<file path="src/rtl/uart_digest_tx_ctrl.sv">
// Streams a captured digest to a byte-wide UART transmitter, MSB byte first,
// either as raw bytes or as two lowercase ASCII hex characters per byte.
module uart_digest_tx_ctrl #(
  parameter int NUM_BYTES = 32,
  parameter bit HEX_MODE  = 1'b0,
  parameter int GAP_CLKS  = 0
) (
  input  logic                     CLK,
  input  logic                     RST,
  input  logic [8*NUM_BYTES-1:0]   Digest_in,
  input  logic                     Digest_Valid_in,
  output logic                     Ready_out,
  output logic                     Tx_DV_out,
  output logic [7:0]               Tx_Byte_out,
  input  logic                     Tx_Active_in,
  input  logic                     Tx_Done_in,
  output logic                     Busy_out,
  output logic                     Done_out,
  output logic [6:0]               Char_Cnt_out
);

  localparam int DATA_W = 8 * NUM_BYTES;
  localparam int NCH    = HEX_MODE ? 2 * NUM_BYTES : NUM_BYTES;
  localparam int GAP_W  = (GAP_CLKS > 1) ? $clog2(GAP_CLKS + 1) : 1;

  typedef enum logic [2:0] {
    IDLE      = 3'd0,
    REQ       = 3'd1,
    WAIT_DONE = 3'd2,
    GAP       = 3'd3,
    FINISH    = 3'd4
  } state_t;

  state_t             state_reg, state_next;
  logic [DATA_W-1:0]  digest_reg, digest_next;
  logic [6:0]         char_cnt_reg, char_cnt_next;
  logic               nib_lo_reg, nib_lo_next;
  logic [GAP_W-1:0]   gap_cnt_reg, gap_cnt_next;
  logic               tx_dv_reg, tx_dv_next;
  logic [7:0]         tx_byte_reg, tx_byte_next;
  logic               ready_reg, ready_next;
  logic               busy_reg, busy_next;
  logic               done_reg, done_next;

  // Current byte always sits in the top 8 bits; hex_char[0] encodes its low nibble.
  logic [7:0] hex_char [2];
  for (genvar gi = 0; gi < 2; gi++) begin : g_hex
    logic [3:0] nib;
    assign nib          = digest_reg[DATA_W-8+4*gi +: 4];
    assign hex_char[gi] = (nib < 4'd10) ? (8'h30 + {4'h0, nib}) : (8'h57 + {4'h0, nib});
  end

  always_ff @(posedge CLK or posedge RST) begin
    if (RST) begin
      state_reg    <= IDLE;
      digest_reg   <= '0;
      char_cnt_reg <= '0;
      nib_lo_reg   <= 1'b0;
      gap_cnt_reg  <= '0;
      tx_dv_reg    <= 1'b0;
      tx_byte_reg  <= '0;
      ready_reg    <= 1'b1;
      busy_reg     <= 1'b0;
      done_reg     <= 1'b0;
    end else begin
      state_reg    <= state_next;
      digest_reg   <= digest_next;
      char_cnt_reg <= char_cnt_next;
      nib_lo_reg   <= nib_lo_next;
      gap_cnt_reg  <= gap_cnt_next;
      tx_dv_reg    <= tx_dv_next;
      tx_byte_reg  <= tx_byte_next;
      ready_reg    <= ready_next;
      busy_reg     <= busy_next;
      done_reg     <= done_next;
    end
  end

  always_comb begin
    state_next    = state_reg;
    digest_next   = digest_reg;
    char_cnt_next = char_cnt_reg;
    nib_lo_next   = nib_lo_reg;
    gap_cnt_next  = gap_cnt_reg;
    tx_dv_next    = 1'b0;
    tx_byte_next  = tx_byte_reg;
    ready_next    = ready_reg;
    busy_next     = busy_reg;
    done_next     = 1'b0;
    case (state_reg)
      IDLE: begin
        if (Digest_Valid_in) begin
          digest_next   = Digest_in;
          char_cnt_next = '0;
          nib_lo_next   = 1'b0;
          ready_next    = 1'b0;
          busy_next     = 1'b1;
          state_next    = REQ;
        end
      end
      REQ: begin
        // A frame may still be running from before a reset; never overlap it.
        if (!Tx_Active_in) begin
          tx_dv_next   = 1'b1;
          tx_byte_next = HEX_MODE ? hex_char[~nib_lo_reg] : digest_reg[DATA_W-1 -: 8];
          if (!HEX_MODE || nib_lo_reg) begin
            digest_next = digest_reg << 8;
          end
          if (HEX_MODE) begin
            nib_lo_next = ~nib_lo_reg;
          end
          state_next = WAIT_DONE;
        end
      end
      WAIT_DONE: begin
        if (Tx_Done_in) begin
          char_cnt_next = char_cnt_reg + 7'd1;
          if (char_cnt_reg == 7'(NCH - 1)) begin
            done_next  = 1'b1;
            state_next = FINISH;
          end else if (GAP_CLKS > 0) begin
            gap_cnt_next = GAP_W'(GAP_CLKS);
            state_next   = GAP;
          end else begin
            state_next = REQ;
          end
        end
      end
      GAP: begin
        if (gap_cnt_reg <= GAP_W'(1)) begin
          state_next = REQ;
        end else begin
          gap_cnt_next = gap_cnt_reg - GAP_W'(1);
        end
      end
      FINISH: begin
        busy_next  = 1'b0;
        ready_next = 1'b1;
        state_next = IDLE;
      end
      default: state_next = IDLE;
    endcase
  end

  assign Ready_out    = ready_reg;
  assign Tx_DV_out    = tx_dv_reg;
  assign Tx_Byte_out  = tx_byte_reg;
  assign Busy_out     = busy_reg;
  assign Done_out     = done_reg;
  assign Char_Cnt_out = char_cnt_reg;

endmodule

</file>
<file path="config.mk">
export PLATFORM = sky130hd
export DESIGN_NAME = uart_digest_tx_ctrl
export DESIGN_NICKNAME = d
export VERILOG_FILES = /design/src/rtl/uart_digest_tx_ctrl.sv
export SDC_FILE = /design/constraint.sdc
export NUM_CORES = 1
export LEC_CHECK = 0
export BUFFER_PORTS_ARGS = -buffer_cell sky130_fd_sc_hd__buf_2
export CAP_MARGIN = 25
export CORE_MARGIN = 2
export CORE_UTILIZATION = 30
export DETAILED_ROUTE_END_ITERATION = 8
export GPL_ROUTABILITY_DRIVEN = 0
export SLEW_MARGIN = 20
export SYNTH_ARGS = -nofsm -noshare
export SYNTH_HDL_FRONTEND = slang
export SYNTH_SLANG_ARGS = --single-unit
export TNS_END_PERCENT = 100
</file>
<file path="constraint.sdc">
create_clock -name CLK -period 19.6 [get_ports CLK]
set_input_delay 2.94 -clock CLK [delete_from_list [all_inputs] [get_ports CLK]]
set_output_delay 2.94 -clock CLK [all_outputs]
set_load 0.01 [all_outputs]
</file>
==> summary.txt, run 1 <==
Setup path
  • CP Capture Type: register
  • CP Launch Type: input port
  • CP Data Arrival Time: 5380 ps
  • WS Path Type: input port to register
  • Max FO, Critical Path: 148
  • Critical Path RT: 20000 ps
  • Worst setup path startpoint: Tx_Active_in
  • Worst r2r src: state_reg[0]$_DFFE_PP0P_

Power and ir drop
  • Static leakage: 7.15 nW
  • Peak VDD IR: 0.0701 mV
  • Power Density: 169 mW/mm^2
  • Post-route total power: 2.79 mW

Die
  • Die area: 0.0470 sq mm
  • Top Ports: 280
  • Initial core utilization: 30.6%
  • Area of the core: 0.0444 sq mm
  • Row cnt: 77
  • Die Span Y: 217 um
  • Die W: 217 um

STA
  • Hold Violations, Final: 0
  • Fmax: 0.201 GHz
  • Relative slew slack: 29.5%
  • Crit share post-route: 25.4%
  • # setup viols final: 0
  • Clock skew: 19.1 ps
  • RSZ-0062 raised after global routing: false
  • Post-route minimum period: 4980 ps
  • Max Slew Vio Count: 0
  • Slew @ Worst Pin: 1060 ps
  • Setup tns final: 0 ps

Logic synthesis
  • Synthesized instance count: 909
  • Register bit total from synthesis: 278
  • Post-synth EDFFs: 0
  • Yosys Warn Count: 0
  • Post-Syn Nets: 1171
  • Register area share after synthesis: 51.2%
  • Yosys cell types: 41
  • Syn avg cell area: 14.9 sq um
  • Syn Std Cell Area: 0.0136 sq mm
  • Post-synth top flop: dfrtp_1
  • Synth async-reset ratio: 100%

Global routing
  • First-pass GRT wire length: 48700 um
  • Largest net degree at the start of global routing: 149
  • Remaining Overflow, GRT: 0
  • Initial antenna violation count: 8
  • GRT Overall Usage: 13.1%
  • Met3 Use GR: 4.58%
  • GRT Max-Usage Layer: met2
  • Vias in the first global route: 8661
  • Met2 track demand over resource: 20.1%
  • GR Util met1: 17.7%

Final layout
  • Nets: 1438
  • Max reg flops: 256
  • Util after Layout: 37.2%
  • Layout cells sized above 1: 70.1%
  • # fillers: 4299
  • Synth-to-Final Area Change: 21.6%

CTS
  • CTS buffer count: 35
  • Skew-Pair Late Insertion Delay: 530 ps
  • Post-CTS Setup Bufs: 0
  • Cts hold-fix bufs: 0
  • CTS Sinks: 278
  • CTS tree: done
  • H-tree levels: 2
  • Clk slew on worst S/H paths: 50 ps
  • Clock buffer depth: 3
  • PostCTS Resize Cnt: 0
  • CTS root buf: clkbuf_16

Flow run
  • Max-cap check violation count: 0

Hold path
  • Worst hold path class: register to register
  • Hold Crit Start: digest_reg[24]$_DFFE_PP0P_

Route
  • Average wire per standard cell: 17.0 um
  • Routed Antenna Nets: 0
  • Initial DRT Pass Iterations: 4
  • Via count: 8036
  • Drt total wl: 30500 um
  • DR iter-0 viols: 315
  • Via/cell ratio: 4.49
  • DRC viols: 0

Placement
  • Number of port buffers: 279
  • DP HPWL: 20500 um

Outcome
  • Run status: finished clean
-- worst max-delay path, stage by stage --
cell	delay [ps]
buf_2	110
nand2b_1	210
a21oi_4	820
buf_12	510
mux2_2	420
-- final timing paths --
kind	depth (start not counted)	end	slack (ps)
worst max-delay path	5	digest_reg[254]$_DFFE_PP0P_	14620
worst min-delay path	1	digest_reg[24]$_DFFE_PP0P_	480
worst max register to register	5	digest_reg[212]$_DFFE_PP0P_	16320
worst min register to register	1	digest_reg[24]$_DFFE_PP0P_	480
max in group asynchronous	4	digest_reg[14]$_DFFE_PP0P_	15040
min in group asynchronous	2	digest_reg[133]$_DFFE_PP0P_	2480
-- synthesized netlist by cell type (2+ instances only) --
library cell  instances  share of area [%]
mux2_2              495                 41
dfrtp_1             277                 51
buf_4                46                2.5
mux2_1               18                1.5
nor2b_1               8               0.37
buf_6                 5               0.41
inv_1                 5               0.14
nand3_1               4               0.15
a21oi_1               3               0.11
buf_2                 3               0.11
clkbuf_4              3               0.17
nand2_1               3              0.083
nand2b_1              3               0.14
a2111oi_0             2               0.13
a22o_1                2               0.13
and3b_1               2               0.13
clkbuf_1              2              0.055
nor4_1                2              0.092
o21ai_0               2              0.074
o31ai_1               2               0.11
or3_1                 2              0.092
-- area by class of cell --
class	instances	area, sq um	area share [%]
well taps	592	741	4.48
multi-input cells	567	6170	37.3
flip-flops and latches	278	6960	42.1
clock buffers	52	1050	6.37
diodes	2	5.00	0.0303
clock inverters	6	60.1	0.364
inverters	5	26.3	0.159
repair buffers	289	1510	9.13
-- where the power goes --
group          internal, mW  switching, mW
clock network         0.382          0.243
registers             0.872          0.146
logic                 0.709          0.435
-- layout by cell type, fill, tap and decap left out, drive strengths merged, types with 2 or more instances in the layout --
cell and count:
a21oi 4, diode 2, buf 289, clkinv 3
mux2 513, o31ai 2, dfrtp 277, a22o 2
nand2 3, nor2b 8, nand2b 3, o21ai 2
or3 2, nor2 2, nand3 4, nor4 2
clkinvlp 2, a2111oi 2, and3b 2, inv 5
clkbuf 52
-- cells by family (layout without fill, tap and decap cells) --
family | after synthesis | count (layout) | share of synthesized area, %
buffers and inverters | 64 | 352 | 3.43
AO/OA/AOI/OAI | 19 | 19 | 1.12
AND/OR/NAND/NOR | 33 | 33 | 1.56
flip-flops | 278 | 278 | 51.2
other | 0 | 2 | 0
multiplexers | 514 | 514 | 42.6
adder cells (fa/ha/maj) | 1 | 1 | 0.0921
-- metal layers --
metal  routed length, um  share of wire, %  vias to the layer above
met3                1970               6.5                       53
met2               13800                45                      187
met4                 572               1.9                       10
li1                    -                 -                     3857
met5                  71              0.23                        -
met1               14100                46                     3929
-- metrics by stage --
stage               std cells  hold WS [ps]  area [sq um]  setup WS, ps
CTS                      1788           484         16500         14470
global placement         1730           464         15400         13900
floorplan                 909           452         13600          9000
global route             1791           514         16500         14540
detailed placement       1730           471         15400         13890
finish                   1791           483         16500         14620
Power figures use the tool's default switching activity.
==> run 2, diff against run 1 <==
==> constraint.sdc (replaced) <==
create_clock -name CLK -period 4.4 [get_ports CLK]
set_input_delay 0.66 -clock CLK [delete_from_list [all_inputs] [get_ports CLK]]
set_output_delay 0.66 -clock CLK [all_outputs]
set_load 0.01 [all_outputs]
==> run 2 against run 1 <==
  * Global-route usage fell by 0.26 points
  * Largest cell class unchanged
  * Final cell count did not move
  * Die area did not move
  * Worst hold slack got worse by 240 ps
  * Clock power rose to 4.2 times the previous value
  * Sequential share of layout area rose by 0.12 points
  * Sequential power rose to 4.4 times the previous value
  * Setup slack got worse by 13000 ps
  * Utilization fell by 0.11 points
  * Non-clock buffer count did not move
==> summary.txt, run 2 (synthesized netlist as in run 1, its figures left out) <==
CTS
  • CTS buffer count: 31 (-11%)
  • CTS tree: done
  • Cts hold-fix bufs: 0 (unchanged)
  • Post-CTS Setup Bufs: 0 (unchanged)
  • CTS root buf: clkbuf_16
  • PostCTS Resize Cnt: 0 (unchanged)
  • CTS Sinks: 278 (unchanged)
  • Skew-Pair Late Insertion Delay: 570 ps (+40 ps)
  • Clk slew on worst S/H paths: 60 ps (about the same)
  • H-tree levels: 1 (-1)
  • Clock buffer depth: 3 (unchanged)

Die
  • Die area: 0.0470 sq mm (unchanged)
  • Die W: 217 um (unchanged)
  • Row cnt: 77 (unchanged)
  • Initial core utilization: 30.6% (unchanged)
  • Top Ports: 280 (unchanged)
  • Area of the core: 0.0444 sq mm (unchanged)
  • Die Span Y: 217 um (unchanged)

Global routing
  • Vias in the first global route: 8675 (+0.16%)
  • GRT Overall Usage: 12.8% (-0.26 points)
  • Remaining Overflow, GRT: 0 (unchanged)
  • Initial antenna violation count: 8 (unchanged)
  • Largest net degree at the start of global routing: 178 (+19%)
  • First-pass GRT wire length: 48400 um (-0.66%)

Setup path
  • Crit-path max cell delay: 750 ps (-70 ps)
  • Reg2reg end: digest_reg[212]$_DFFE_PP0P_
  • Worst setup path startpoint: state_reg[0]$_DFFE_PP0P_
  • CP Launch Type: register
  • Crit-path slowest cell: buf_4
  • Critical Path, Cell by Cell: nor3b_4 > buf_4 > mux2_2 > mux2_2
  • Worst r2r src: state_reg[0]$_DFFE_PP0P_
  • Most frequent cell on the critical path: mux2_2
  • Flop2flop setup slack: 1810 ps (-14510 ps)
  • CP Capture Type: register
  • Max FO, Critical Path: 71 (-52%)
  • WS Path Type: register to register
  • Critical Path RT: 4860 ps (-15140 ps)
  • CP Capture Point: digest_reg[212]$_DFFE_PP0P_
  • CP Data Arrival Time: 3050 ps (-2330 ps)
  • Register-to-Register Path Depth: 4 (-1)

Route
  • Average wire per standard cell: 16.9 um (-0.51%)
  • Via count: 8061 (+0.31%)
  • Routed Antenna Nets: 0 (unchanged)
  • Drt total wl: 30400 um (-0.51%)
  • DRC viols: 0 (unchanged)
  • Initial DRT Pass Iterations: 4 (unchanged)
  • DR iter-0 viols: 353 (+12%)
  • Via/cell ratio: 4.50 (+0.31%)

STA
  • Relative slew slack: 28.2% (-1.3 points)
  • Max Slew Vio Count: 0 (unchanged)
  • Crit share post-route: 58.8%
  • Setup tns final: 0 ps (unchanged)
  • Hold Violations, Final: 0 (unchanged)
  • RSZ-0062 raised after global routing: false
  • Post-route minimum period: 2590 ps
  • # setup viols final: 0 (unchanged)
  • Slack of the critical path: 1810 ps (-12810 ps)
  • Fmax: 0.387 GHz
  • Clock skew: 11.4 ps (-7.68 ps)
  • Slew @ Worst Pin: 1080 ps (+19.1 ps)

Final layout
  • # fillers: 4280 (-0.44%)
  • Util after Layout: 37.1% (-0.11 points)
  • Layout cells sized above 1: 70.2% (+0.092 points)
  • Most common cell after layout, fill and taps aside: mux2_2
  • Max reg flops: 256 (unchanged)
  • FF+latch area: 0.00696 sq mm (unchanged)
  • Most frequent cells in the layout: 495 x mux2_2, 279 x buf_2, 277 x dfrtp_1
  • Multi-input logic area: 0.00617 sq mm (unchanged)
  • Synth-to-Final Area Change: 21.2%
  • Nets: 1434 (-0.28%)

Placement
  • Place WS: 1790 ps (-12100 ps)
  • DP HPWL: 20500 um (-0.19%)
  • Number of port buffers: 279 (unchanged)

Power and ir drop
  • Peak VDD IR: 0.395 mV (+460%)
  • Static leakage: 7.11 nW (-0.53%)
  • Power Density: 743 mW/mm^2 (+340%)

Hold path
  • Worst hold path class: input port to asynchronous set/reset pin

Outcome
  • Run status: finished clean

Flow run
  • Max-cap check violation count: 0 (unchanged)
run 2: changes by cell type in the layout (fill, tap and decap cells not counted), sizes merged:
cell      before  now
clkbuf        52   47
clkinvlp       2    4
bufinv         1    2
diode          2    5
inv            5    4
run 2: worst min-delay path by stage:
stage          cells past startpoint                     endpoint  slack [ps]
2_1_floorplan                      1  digest_reg[105]$_DFFE_PP0P_         450
3_3_place_gp                       1   digest_reg[77]$_DFFE_PP0P_         460
3_5_place_dp                       1   digest_reg[37]$_DFFE_PP0P_         470
4_1_cts                            2  digest_reg[117]$_DFFE_PP0P_         240
5_1_grt                            2  digest_reg[117]$_DFFE_PP0P_         280
6_report                           2  digest_reg[126]$_DFFE_PP0P_         250
run 2: worst max-delay path: cells and delay by family, from the launching register on:
family,cells,cell delay (ps)
buffers and inverters,1,750
multiplexers,2,720
flip-flops,1,580
AND/OR/NAND/NOR,1,370
run 2: area by class of cell:
type                            instances  share of cell area [%]
Antenna cell                            5                  0.0760
Clock buffer                           47                    5.68
Clock inverter                          8                   0.593
Inverter                                5                   0.137
Multi-Input combinational cell        567                    37.5
Sequential cell                       278                    42.2
Tap cell                              592                    4.50
Timing Repair Buffer                  289                    9.31
run 2: power by group:
part / switching (mW) / total [mW] / leakage [nW] / internal, mW
clock network: 1.05 / 2.62 / 0.501 / 1.57
registers: 0.645 / 4.53 / 3.29 / 3.88
logic: 1.94 / 5.09 / 3.32 / 3.15
total: 3.64 / 12.2 / 7.11 / 8.60
run 2: through the flow:
step | power [mW] | std cells | hold slack, ps | cell area, sq um
floorplan | 8.92 | 909 | 452 | 13600
global placement | 9.61 | 1731 | 462 | 15400
detailed placement | 9.76 | 1731 | 469 | 15400
CTS | 12.5 | 1786 | 237 | 16500
global route | 13.1 | 1789 | 276 | 16500
finish | 12.2 | 1791 | 245 | 16500
run 2: per-layer routing:
layer / vias up / part of all wire (%) / GRT usage (%)
li1: 3859 / - / -
met1: 3961 / 46 / 17.3
met2: 190 / 45 / 20.3
met3: 43 / 7.1 / 3.66
met4: 8 / 1.8 / 3.47
met5: - / 0.12 / 0
==> run 3, diff against run 2 <==
==> constraint.sdc (replaced) <==
create_clock -name CLK -period 2.1 [get_ports CLK]
set_input_delay 0.315 -clock CLK [delete_from_list [all_inputs] [get_ports CLK]]
set_output_delay 0.315 -clock CLK [all_outputs]
set_load 0.01 [all_outputs]
==> run 3 against run 2 <==
  * Setup slack got worse by 1700 ps
  * Clock skew increased by 3.5 ps
  * Clock power rose by 120%
  * Worst hold slack worse by 140 ps
  * Clock-buffer cell count increased by 1
  * Combinational power up 120%
  * Power up 120%
  * Sequential share of layout area is 1.3 points lower
  * Global-route usage rose by 0.67 points
  * Largest cell class unchanged
  * Largest power group unchanged
==> summary.txt, run 3 (synthesized netlist as in run 1, its figures left out) <==
Outcome
  • Run status: finished clean

STA
  • Post-route minimum period: 1990 ps (-594 ps)
  • Slack of the critical path: 107 ps (-1710 ps)
  • Relative slew slack: 46.0% (+18 points)
  • Clock skew: 14.9 ps (+3.52 ps)
  • Worst hold margin: 110 ps (-136 ps)
  • # setup viols final: 0 (unchanged)
  • Crit share post-route: 94.9% (+36 points)
  • Hold Violations, Final: 0 (unchanged)
  • Max Slew Vio Count: 0 (unchanged)
  • Setup tns final: 0 ps (unchanged)
  • Fmax: 0.502 GHz (+30%)
  • Slew @ Worst Pin: 808 ps (-269 ps)
  • RSZ-0062 raised after global routing: false

Global routing
  • First-pass GRT wire length: 50200 um (+3.7%)
  • GRT Overall Usage: 13.5% (+0.67 points)
  • Largest net degree at the start of global routing: 71 (-60%)
  • Initial antenna violation count: 10 (+2)
  • Vias in the first global route: 9055 (+4.4%)
  • Remaining Overflow, GRT: 0 (unchanged)

Setup path
  • CP Launch Type: register
  • Flop2flop setup slack: 110 ps (-1710 ps)
  • Max FO, Critical Path: 38 (-46%)
  • Register-to-Register Path Depth: 5 (+1)
  • WS Path Type: register to register
  • Critical Path, Cell by Cell: or2_1 > a21oi_4 > buf_4 > buf_12 > mux2_2
  • Worst r2r src: state_reg[1]$_DFFE_PP0P_
  • CP Capture Type: register
  • Crit-path max cell delay: 450 ps (-300 ps)
  • CP Data Arrival Time: 2400 ps (-650 ps)
  • Critical Path RT: 2500 ps (-2360 ps)
  • Reg2reg end: digest_reg[89]$_DFFE_PP0P_
  • Crit-path slowest cell: dfrtp_1

Power and ir drop
  • Static leakage: 7.38 nW (+3.8%)
  • Internal power: 18.7 mW (+120%)
  • Power Density: 1570 mW/mm^2 (+110%)
  • Logic pwr share: 42.6% (+1.0 points)
  • Net Sw Frac: 29.7% (-0.056 points)
  • Switch Pwr: 7.90 mW (+120%)
  • Clock share of power: 21.6% (+0.2 points)
  • Peak VDD IR: 0.662 mV (+68%)
  • Part of the power in registers: 35.8% (-1.2 points)

Final layout
  • Most frequent cells in the layout: 495 x mux2_2, 279 x buf_2, 277 x dfrtp_1
  • Max reg flops: 256 (unchanged)
  • Nets: 1474 (+2.8%)
  • Most common cell after layout, fill and taps aside: mux2_2
  • Synth-to-Final Area Change: 24.9%
  • Layout cells sized above 1: 70.9% (+0.75 points)

Die
  • Area of the core: 0.0444 sq mm (unchanged)
  • Initial core utilization: 30.6% (unchanged)
  • Die W: 217 um (unchanged)
  • Row cnt: 77 (unchanged)
  • Die Span Y: 217 um (unchanged)
  • Die area: 0.0470 sq mm (unchanged)
  • Top Ports: 280 (unchanged)

Hold path
  • Worst Hold Depth: 2
  • Worst hold path class: input port to register
  • WHS Endpoint: state_reg[1]$_DFFE_PP0P_
  • Hold Crit Start: Tx_Done_in

Route
  • Initial DRT Pass Iterations: 4 (unchanged)
  • Average wire per standard cell: 17.2 um (+1.6%)
  • Via/cell ratio: 4.54 (+0.87%)
  • Routed Antenna Nets: 0 (unchanged)
  • Via count: 8326 (+3.3%)
  • DRC viols: 0 (unchanged)
  • DR iter-0 viols: 260 (-26%)
  • Drt total wl: 31600 um (+4.0%)

CTS
  • CTS Sinks: 278 (unchanged)
  • CTS tree: done
  • H-tree levels: 2 (+1)
  • CTS buffer count: 34 (+9.7%)
  • Clock buffer depth: 3 (unchanged)
  • Post-CTS Setup Bufs: 0 (unchanged)
  • Skew-Pair Late Insertion Delay: 530 ps (-40 ps)
  • CTS root buf: clkbuf_16
  • Clk slew on worst S/H paths: 60 ps (about the same)

Placement
  • Place WS: 97.4 ps (-1690 ps)
  • DP HPWL: 22600 um (+10%)
  • Number of port buffers: 279 (unchanged)

Flow run
  • Max-cap check violation count: 0 (unchanged)
run 3: worst max-delay path by stage:
stage | startpoint | to | slack, ps | cells after the start
after floorplan | RST | Busy_out$_DFFE_PP0P_ | -1890 | 1
after global placement | state_reg[2]$_DFFE_PP0P_ | digest_reg[10]$_DFFE_PP0P_ | 130 | 5
after detailed placement | state_reg[1]$_DFFE_PP0P_ | digest_reg[18]$_DFFE_PP0P_ | 100 | 5
after CTS | state_reg[1]$_DFFE_PP0P_ | digest_reg[35]$_DFFE_PP0P_ | 60 | 5
after global routing | state_reg[2]$_DFFE_PP0P_ | digest_reg[185]$_DFFE_PP0P_ | 20 | 5
final | state_reg[1]$_DFFE_PP0P_ | digest_reg[89]$_DFFE_PP0P_ | 110 | 5
run 3: final cells by class:
class	count	area, sq um
fillers	4218	27400
flip-flops and latches	278	6960
multi-input cells	567	6170
repair buffers	326	1970
clock buffers	48	1010
well taps	592	741
clock inverters	11	88.8
inverters	5	22.5
diodes	7	17.5
run 3: metrics by stage:
stage	area [sq um]	util [%]	instances	power [mW]
floorplan	13600	-	909	18.7
global placement	15800	35.7	1766	20.8
detailed placement	15800	35.7	1766	21.1
CTS	17000	38.2	1827	27.1
global route	17000	38.2	1830	28.5
finish	17000	38.2	1834	26.6
run 3: power groups by stage:
stage	clock, mW	combinational, mW	sequential [mW]
6_report	5.77	11.4	9.53
3_3_place_gp	0	11.2	9.56
3_5_place_dp	0	11.5	9.65
2_1_floorplan	0	9.60	9.08
5_1_grt	6.27	12.3	9.91
4_1_cts	6.01	11.5	9.58
run 3: layer usage:
metal  track usage [%]  vias up  routed length [um]
li1                  -     3941                   -
met1              17.9     4127               14500
met2              21.1      192               14200
met3              4.04       56                2070
met4              4.43       10                 690
met5                 0        -                  62
run 3: repair_timing:
action / CTS / global route
endpoints found under the hold margin: 7 / 0
resized for setup: 0 / 1
hold buffers: 2 / 0
endpoints found under the setup margin: 0 / 3
run 3: worst max-delay path, delay by kind of cell (launching register included):
family,cells,cell delay [ps]
simple gates,1,310
mux,1,360
flops,1,450
compound gates,1,260
buf+inv,2,450
